**config.mk**
```make
export PLATFORM = sky130hd
export DESIGN_NAME = pn_stack_eval
export DESIGN_NICKNAME = d
export VERILOG_FILES = /design/src/rtl/pn_stack_eval.sv
export SDC_FILE = /design/constraint.sdc
export NUM_CORES = 2
export LEC_CHECK = 0
export ABC_CLOCK_PERIOD_IN_PS = 13500
export BUFFER_PORTS_ARGS = -buffer_cell sky130_fd_sc_hd__buf_2
export CAP_MARGIN = 20
export CORE_UTILIZATION = 40
export DETAILED_ROUTE_END_ITERATION = 10
export PLACE_DENSITY_LB_ADDON = 0.25
export REMOVE_ABC_BUFFERS = 1
export SYNTH_ARGS = -nofsm -noshare
export SYNTH_HDL_FRONTEND = slang
export SYNTH_SLANG_ARGS = --single-unit
```
**constraint.sdc**
```tcl
create_clock -name clk -period 13.5 [get_ports clk]
set_input_delay 3.375 -clock clk [delete_from_list [all_inputs] [get_ports clk]]
set_output_delay 3.375 -clock clk [all_outputs]
set_load 0.05 [all_outputs]
```
**src/rtl/pn_stack_eval.sv**
```systemverilog
// Polish-notation evaluator: buffers one token packet, then runs it through a stack one
// token per cycle in prefix or postfix order, returning a signed result with an error code.
module pn_stack_eval #(
  parameter int DATA_W  = 32,
  parameter int OPD_W   = 3,
  parameter int MAX_TOK = 16,
  parameter int STK_D   = 8
) (
  input  logic                     clk,
  input  logic                     rst,
  input  logic                     mode,
  input  logic                     in_valid,
  output logic                     in_ready,
  input  logic                     operator,
  input  logic [OPD_W-1:0]         in,
  input  logic                     in_last,
  output logic                     out_valid,
  input  logic                     out_ready,
  output logic signed [DATA_W-1:0] out,
  output logic [2:0]               err_code
);

  localparam int CNT_W = $clog2(MAX_TOK + 1);
  localparam int SP_W  = $clog2(STK_D + 1);
  localparam int TOK_W = OPD_W + 1;

  localparam logic [2:0] S_IDLE = 3'd0;
  localparam logic [2:0] S_LOAD = 3'd1;
  localparam logic [2:0] S_EVAL = 3'd2;
  localparam logic [2:0] S_CHK  = 3'd3;
  localparam logic [2:0] S_DONE = 3'd4;

  localparam logic [2:0] E_OK    = 3'd0;
  localparam logic [2:0] E_UNDER = 3'd1;
  localparam logic [2:0] E_LEFT  = 3'd2;
  localparam logic [2:0] E_TOK   = 3'd3;
  localparam logic [2:0] E_STK   = 3'd4;
  localparam logic [2:0] E_OPC   = 3'd5;

  function automatic logic signed [DATA_W-1:0] alu_op(
    input logic [2:0]               opc,
    input logic signed [DATA_W-1:0] a,
    input logic signed [DATA_W-1:0] b
  );
    logic signed [DATA_W-1:0] sum;
    sum = a + b;
    case (opc)
      3'd0:    alu_op = sum;
      3'd1:    alu_op = a - b;
      3'd2:    alu_op = a * b;
      3'd3:    alu_op = sum[DATA_W-1] ? -sum : sum;
      3'd4:    alu_op = (a > b) ? a : b;
      3'd5:    alu_op = (a < b) ? a : b;
      default: alu_op = '0;
    endcase
  endfunction

  logic [2:0]               state_r, state_nx;
  logic                     mode_r, tok_ovf_r, has_opd_r, out_valid_r, in_ready_r;
  logic [CNT_W-1:0]         cnt_r, step_r, idx_s;
  logic [SP_W-1:0]          sp_r;
  // One spare slot in each array lets the full-width counters index them directly.
  logic [TOK_W-1:0]         buf_r [0:MAX_TOK];
  logic signed [DATA_W-1:0] stk_r [0:STK_D];
  logic signed [DATA_W-1:0] out_r, top_s, nxt_s, opa_s, opb_s, res_s;
  logic [2:0]               err_r, ev_err_s;
  logic                     xfer_s, full_s, last_step_s, tok_is_op_s;
  logic [OPD_W-1:0]         tok_val_s;

  // Current token decode, operand selection and per-token error detection.
  always_comb begin
    xfer_s      = in_valid & in_ready_r;
    full_s      = (cnt_r == CNT_W'(MAX_TOK));
    idx_s       = mode_r ? step_r : (cnt_r - CNT_W'(1) - step_r);
    tok_is_op_s = buf_r[idx_s][OPD_W];
    tok_val_s   = buf_r[idx_s][OPD_W-1:0];
    last_step_s = (step_r == (cnt_r - CNT_W'(1)));
    top_s       = stk_r[sp_r - SP_W'(1)];
    nxt_s       = stk_r[sp_r - SP_W'(2)];
    opa_s       = mode_r ? nxt_s : top_s;
    opb_s       = mode_r ? top_s : nxt_s;
    res_s       = alu_op(tok_val_s[2:0], opa_s, opb_s);
    // An operator-only packet never holds a value, so it reports as empty, not underflow.
    if (tok_is_op_s) begin
      if (sp_r < SP_W'(2)) begin
        ev_err_s = has_opd_r ? E_UNDER : E_LEFT;
      end else if (tok_val_s > OPD_W'(5)) begin
        ev_err_s = E_OPC;
      end else begin
        ev_err_s = E_OK;
      end
    end else if (sp_r == SP_W'(STK_D)) begin
      ev_err_s = E_STK;
    end else begin
      ev_err_s = E_OK;
    end
  end

  // Next-state logic.
  always_comb begin
    state_nx = state_r;
    case (state_r)
      S_IDLE: if (xfer_s) state_nx = in_last ? S_EVAL : S_LOAD; else state_nx = S_IDLE;
      S_LOAD: if (xfer_s && in_last) state_nx = (tok_ovf_r || full_s) ? S_DONE : S_EVAL;
              else state_nx = S_LOAD;
      S_EVAL: if (ev_err_s != E_OK) state_nx = S_DONE;
              else if (last_step_s) state_nx = S_CHK;
              else state_nx = S_EVAL;
      S_CHK:  state_nx = S_DONE;
      S_DONE: if (out_ready) state_nx = S_IDLE; else state_nx = S_DONE;
      default: state_nx = S_IDLE;
    endcase
  end

  // Control state, counters and registered outputs.
  always_ff @(posedge clk or posedge rst) begin
    if (rst) begin
      state_r     <= S_IDLE;
      in_ready_r  <= 1'b1;
      out_valid_r <= 1'b0;
      out_r       <= '0;
      err_r       <= E_OK;
      mode_r      <= 1'b0;
      cnt_r       <= '0;
      step_r      <= '0;
      sp_r        <= '0;
      tok_ovf_r   <= 1'b0;
      has_opd_r   <= 1'b0;
    end else begin
      state_r    <= state_nx;
      in_ready_r <= (state_nx == S_IDLE) || (state_nx == S_LOAD);
      case (state_r)
        S_IDLE: if (xfer_s) begin
          mode_r    <= mode;
          cnt_r     <= CNT_W'(1);
          step_r    <= '0;
          sp_r      <= '0;
          tok_ovf_r <= 1'b0;
          has_opd_r <= ~operator;
        end
        S_LOAD: if (xfer_s) begin
          if (full_s) begin
            tok_ovf_r <= 1'b1;
          end else begin
            cnt_r     <= cnt_r + CNT_W'(1);
            has_opd_r <= has_opd_r | ~operator;
          end
          if (in_last && (tok_ovf_r || full_s)) begin
            out_valid_r <= 1'b1;
            out_r       <= '0;
            err_r       <= E_TOK;
          end
        end
        S_EVAL: if (ev_err_s != E_OK) begin
          out_valid_r <= 1'b1;
          out_r       <= '0;
          err_r       <= ev_err_s;
        end else begin
          step_r <= step_r + CNT_W'(1);
          sp_r   <= tok_is_op_s ? (sp_r - SP_W'(1)) : (sp_r + SP_W'(1));
        end
        S_CHK: begin
          out_valid_r <= 1'b1;
          if (sp_r == SP_W'(1)) begin
            out_r <= stk_r[0];
            err_r <= E_OK;
          end else begin
            out_r <= '0;
            err_r <= E_LEFT;
          end
        end
        S_DONE: if (out_ready) out_valid_r <= 1'b0;
        default: ;
      endcase
    end
  end

  // Token buffer and evaluation stack storage.
  always_ff @(posedge clk) begin
    if (xfer_s && (state_r == S_IDLE)) begin
      buf_r[0] <= {operator, in};
    end else if (xfer_s && (state_r == S_LOAD) && !full_s) begin
      buf_r[cnt_r] <= {operator, in};
    end
    if ((state_r == S_EVAL) && (ev_err_s == E_OK)) begin
      if (tok_is_op_s) begin
        stk_r[sp_r - SP_W'(2)] <= res_s;
      end else begin
        stk_r[sp_r] <= {{(DATA_W-OPD_W){1'b0}}, tok_val_s};
      end
    end
  end

  assign in_ready  = in_ready_r;
  assign out_valid = out_valid_r;
  assign out       = out_r;
  assign err_code  = err_r;

endmodule
```
Word level (Yosys, flattened, before mapping):

Memory sizes are Yosys's and may differ from the RTL's.
Cells that the tools add are included.

* flip-flop bits (word level): 57
* bits in writable memories: 356
* input bits: 10
* output and inout bits: 37
* memories kept: 2

* add/subtract/negate cells: 10
* multipliers: 1
* order comparisons: 4
* eq/ne operators: 22
* muxes and demuxes: 71
* bitwise gates (word level): 3
* reductions and logical operators: 26

Memory list
* stk_r: words 9, bits a word 32, read ports 3, clocked after Yosys merged registers in 0, wr ports 1, line 64 `logic signed [DATA_W-1:0] stk_r [0:STK_D];`
* buf_r: words 17, bits a word 4, read ports 1, clocked after Yosys merged registers in 0, wr ports 1, line 63 `logic [TOK_W-1:0] buf_r [0:MAX_TOK];`

Operator list (count)
* 32-bit two-way mux: 10
* 32-bit one-hot mux with 6 select lines: 1
* 32-bit one-hot mux with 3 select lines: 1
* 5-bit two-way mux: 7
* 3-bit two-way mux: 11
* 32-bit adder: 1
* 32-bit greater-than comparator: 1
* 32-bit < comparator: 1
* 32-bit by 32-bit multiplier with 32-bit output: 1
* 32-bit negator: 1
* 32-bit OR reduction: 1
* 32-bit subtractor: 1
* 1-bit two-way mux: 24
* 4-bit two-way mux: 5
* 5-bit one-hot mux with 2 select lines: 2
* 2-bit inequality test, second input constant: 8
* 3-bit one-hot mux with 5 select lines: 1
* 3-bit by 2-bit equality test with 1-bit output, second input constant: 4
* 3-bit logical NOT: 4
* 4-bit AND reduction: 3
* 5-bit by 1-bit adder with 5-bit output, second input constant: 2
* 3-bit by 1-bit equality test with 1-bit output, second input constant: 3
* 3-bit equality test, second input constant: 3
* 3-bit one-hot mux with 3 select lines: 1
* 28 further kinds: 40

Longest topological paths before layout:

An unclocked memory read counts as a cell.

* depth after elaboration: 14
* gate-level depth with buffers: 47

Worst setup path before layout:

Ideal clock, no wire load.

* path kind: register to register
* start: register sp_r[1]
* end: memory stk_r[0][31] (data pin)
* library setup time: 310 ps
* arrival time: 10499 ps
* required time: 13190 ps
* setup slack: 2690 ps
* cell stages (with the launch flop): 43
* clock period less this slack: 10810 ps
* cell sequence: dfrtp_1 -> buf_6 -> buf_12 -> buf_12 -> buf_12 -> buf_6 -> buf_6 -> inv_1 -> ha_1 -> buf_6 -> buf_6 -> buf_4 -> buf_6 -> mux4_2 -> mux2_2 -> mux2i_1 -> inv_1 -> a21oi_1 -> [7 not listed] -> fa_1 -> inv_1 -> fa_1 -> fa_1 -> fa_1 -> fa_1 -> xnor2_1 -> xnor2_1 -> xnor2_1 -> xnor3_1 -> xnor2_1 -> xnor2_1 -> xnor3_1 -> xnor3_1 -> xor3_1 -> xnor2_1 -> a211oi_1 -> a31oi_1

* longest elaborated chain between the ends: 9
* elaborated cells on any way between the ends: 26

Ends and longest elaborated chain
* from (decl): line 61 `logic [SP_W-1:0] sp_r;`
* from (signal assigned): line 160 `sp_r <= tok_is_op_s ? (sp_r - SP_W'(1)) : (sp_r + SP_W'(1));`
* branches (longest 8 deep; another with memory read 9 x 32 bit)
* 32-bit two-way mux (no source line) *
* to (decl): line 64

Mark *: on every way between the ends.

Final worst setup path:

* start: register sp_r[0]
* end: memory stk_r[5][31] (data pin)

The elaborated chain is that of the path after synthesis.

==> results.md <==
* Vias in the first global route at 31,100
* DR top layer: met4
* Fin nets at 4,542
* Final hold slack at 470 ps
* Congestion Overflow GR at 0
* Post-Route WL at 135 mm
* DRC errors left at 0
* Avg Vias per Cell at 5.81
* Status: complete, no violations
* Cell chosen for the clock root: clkbuf_16
* Commonest cells post-synth: 523 x inv_1, 517 x nor2_1, 411 x fa_1, 356 x edfxtp_1, 320 x nand2_1
* CTS tree: done
* Fraction of layout cells with a size suffix above 1 at 12.3%
* Unrepaired setup endpoints after global routing: false
* Placement Rows at 117
* Largest net degree at the start of global routing at 58
* Initial antenna violation count at 1
* Initial cell density of the core at 40.5%
* Reg2Reg Setup Slack at 1690 ps
* Yosys top cell area share at 25.9%
* Maxcap violations at 0
* Yosys reg bits at 413
* Total CTS buffers at 38
* Post-CTS setup buffers at 0
* Worst Max-Slew Pin Slew at 1170 ps
* Crit share post-route at 87.5%
* Clk sinks at 413
* Top area cells in the synthesized netlist: edfxtp_1 26%, fa_1 20%, mux4_2 7.0%
* Wire length per cell at 25.6 um
* Post-synthesis sequential area ratio at 29.3%
* Setup Viol. Count Final at 0
* Avg Inst Size Synth at 10.6 um2
* Die width at 323 um
* Worst-path maximum fanout at 35
* Synth Cell Area at 41,300 um2
* RD Place Congestion at 0.996
* CP most frequent cell: fa_1
* WL met3 at 11.0 mm
* FILL cells at 9,641
* Clock skew at 20.0 ps
* Post-placement cell count at 5,219
* Post-DRT Antenna Nets at 0
* Initial DRC count at 2,856
* Worst hold stages at 2
* Via count at 30,800
* Die Ht at 323 um
* Final Instance Area at 44,400 um2
* R2R cell count at 32
* Yosys warnings at 0
* Setup CP Type: reg -> reg
* Layout Cells excl Fill at 5,290
* CP Data Required Time at 13,740 ps
* Top_reg_cell synth: edfxtp_1
* Slew margin rel. at 21.6%
* CTS clock-pin slew for the worst setup and hold paths at 70 ps
* Synth area leader: edfxtp_1
* Crit-path slowest cell: xor2_4
* Min cycle time layout at 11,810 ps
* Netlist cell types at 100
* Area of the multi-input gates at 26,300 um2
* Clk_lat worst skew at 550 ps
* Worst EP arrival at 12,050 ps
* Cts repair resizes at 0
* Fmax at 84.7 MHz
* Die ar. at 105,000 um2
* Crit start category: flip-flop
* Worst slack at placement at 1720 ps
* EDFF count, synth at 356
* Most frequent cell after synthesis: inv_1
* CP endpoint kind: flip-flop
* Post-synth ARST share at 13.8%
* Number of buffers added on ports at 46
* Hold buffer count at cts at 0
* I/O pins at 47
* Area after DPL at 43,100 um2
* Core Area at 102,000 um2
* Drt pass-1 iters at 6
* Worst-case clock buffer depth at 3
* Max-slew violation count at 0
* GRT Resource Usage Total at 26.2%
* Post-DP HPWL at 101 mm
* H-tree levels at 2
* Setup ws final at 1690 ps
* First-pass GRT wire length at 203 mm
* Area grow syn2layout at 7.45%
* Met2 WL at 61.2 mm
* Gate Count Post-Synth at 3,913
* Final hold violations at 0
* M1 wire length at 57.4 mm
* Hold crit path type: reg -> reg
* Worst path max stage delay at 800 ps
* Register cell area after layout at 12,100 um2
-- final cells by class --
type | instances | share of cell area (%)
multi-input cells | 2756 | 59.2
flip-flops and latches | 413 | 27.3
inverters | 547 | 4.63
well taps | 1368 | 3.86
clock buffers | 53 | 2.50
repair buffers | 137 | 2.13
clock inverters | 15 | 0.361
diodes | 1 | 0.00564
-- flip-flops by register name, indices dropped and copies added (netlist names) --
| signal | flops |
|---|---|
| buf_r | 68 |
| out_valid | 1 |
| out | 32 |
| tok_ovf_r | 1 |
| has_opd_r | 1 |
| stk_r | 288 |
| mode_r | 1 |
| cnt_r | 5 |
| err_code | 3 |
| sp_r | 4 |
| step_r | 5 |
| state_r | 3 |
| in_ready | 1 |
-- through the flow --
| step | TNS [ps] | util [%] |
|---|---|---|
| after CTS | 0 | 43.5 |
| after detailed placement | 0 | 42.2 |
| final | 0 | 43.5 |
| after floorplan | -79640 | - |
| after global routing | 0 | 43.5 |
| after global placement | 0 | 42.2 |
-- metal layers --
| metal | track usage (%) | vias up |
|---|---|---|
| met3 | 4.70 | 280 |
| met2 | 41.4 | 1322 |
| met5 | 0 | - |
| li1 | - | 13400 |
| met1 | 36.4 | 15800 |
| met4 | 8.80 | 0 |
-- worst max-delay path, delay by kind of cell (launching register included) --
family / cells / cell delay [ps]
AO/OA/AOI/OAI: 3 / 840
buffers and inverters: 5 / 1360
multiplexers: 2 / 980
AND/OR/NAND/NOR: 2 / 360
XOR/XNOR: 11 / 3200
adder cells (fa/ha/maj): 9 / 3920
flip-flops: 1 / 790
-- placed cells by master (no fill, tap or decap), types with 11 or more instances in the layout --
master / count
a211oi_1: 40
mux2_2: 58
buf_4: 89
ha_1: 226
inv_2: 13
nor2_1: 508
a21o_1: 32
clkbuf_16: 40
dfrtp_1: 53
o21a_1: 15
nand2_1: 320
a31oi_1: 31
nand2b_1: 27
nor3_1: 34
nand4_1: 12
a221oi_1: 11
nor2b_1: 33
o22ai_1: 17
clkinv_1: 16
o31ai_1: 14
xor2_1: 33
a22oi_1: 16
edfxtp_1: 356
fa_1: 411
inv_1: 521
a21oi_1: 118
a22o_1: 38
nand3_1: 46
xnor2_1: 108
o21ai_0: 89
o21bai_1: 24
buf_2: 46
mux2i_1: 73
and2_1: 13
mux4_2: 129
and3_1: 33
-- worst paths after layout --
| check | from | end |
|---|---|---|
| worst max-delay path | sp_r[0] | stk_r[5][31] |
| worst min-delay path | out_valid | out_valid |
| worst max register to register | sp_r[0] | stk_r[5][31] |
| worst min register to register | out_valid | out_valid |
| max in group asynchronous | rst | sp_r[0] |
| min in group asynchronous | rst | out[29] |
-- cells by family after synthesis --
kind of cell	synth area share (%)
AO/OA/AOI/OAI	9.97
adder cells (fa/ha/maj)	26.8
buffers and inverters	7.57
AND/OR/NAND/NOR	11.3
multiplexers	11.2
XOR/XNOR	3.72
flip-flops	29.3
Power is not shown: default switching activity piles up to over one toggle a cycle in this logic, so the estimate is an artifact.
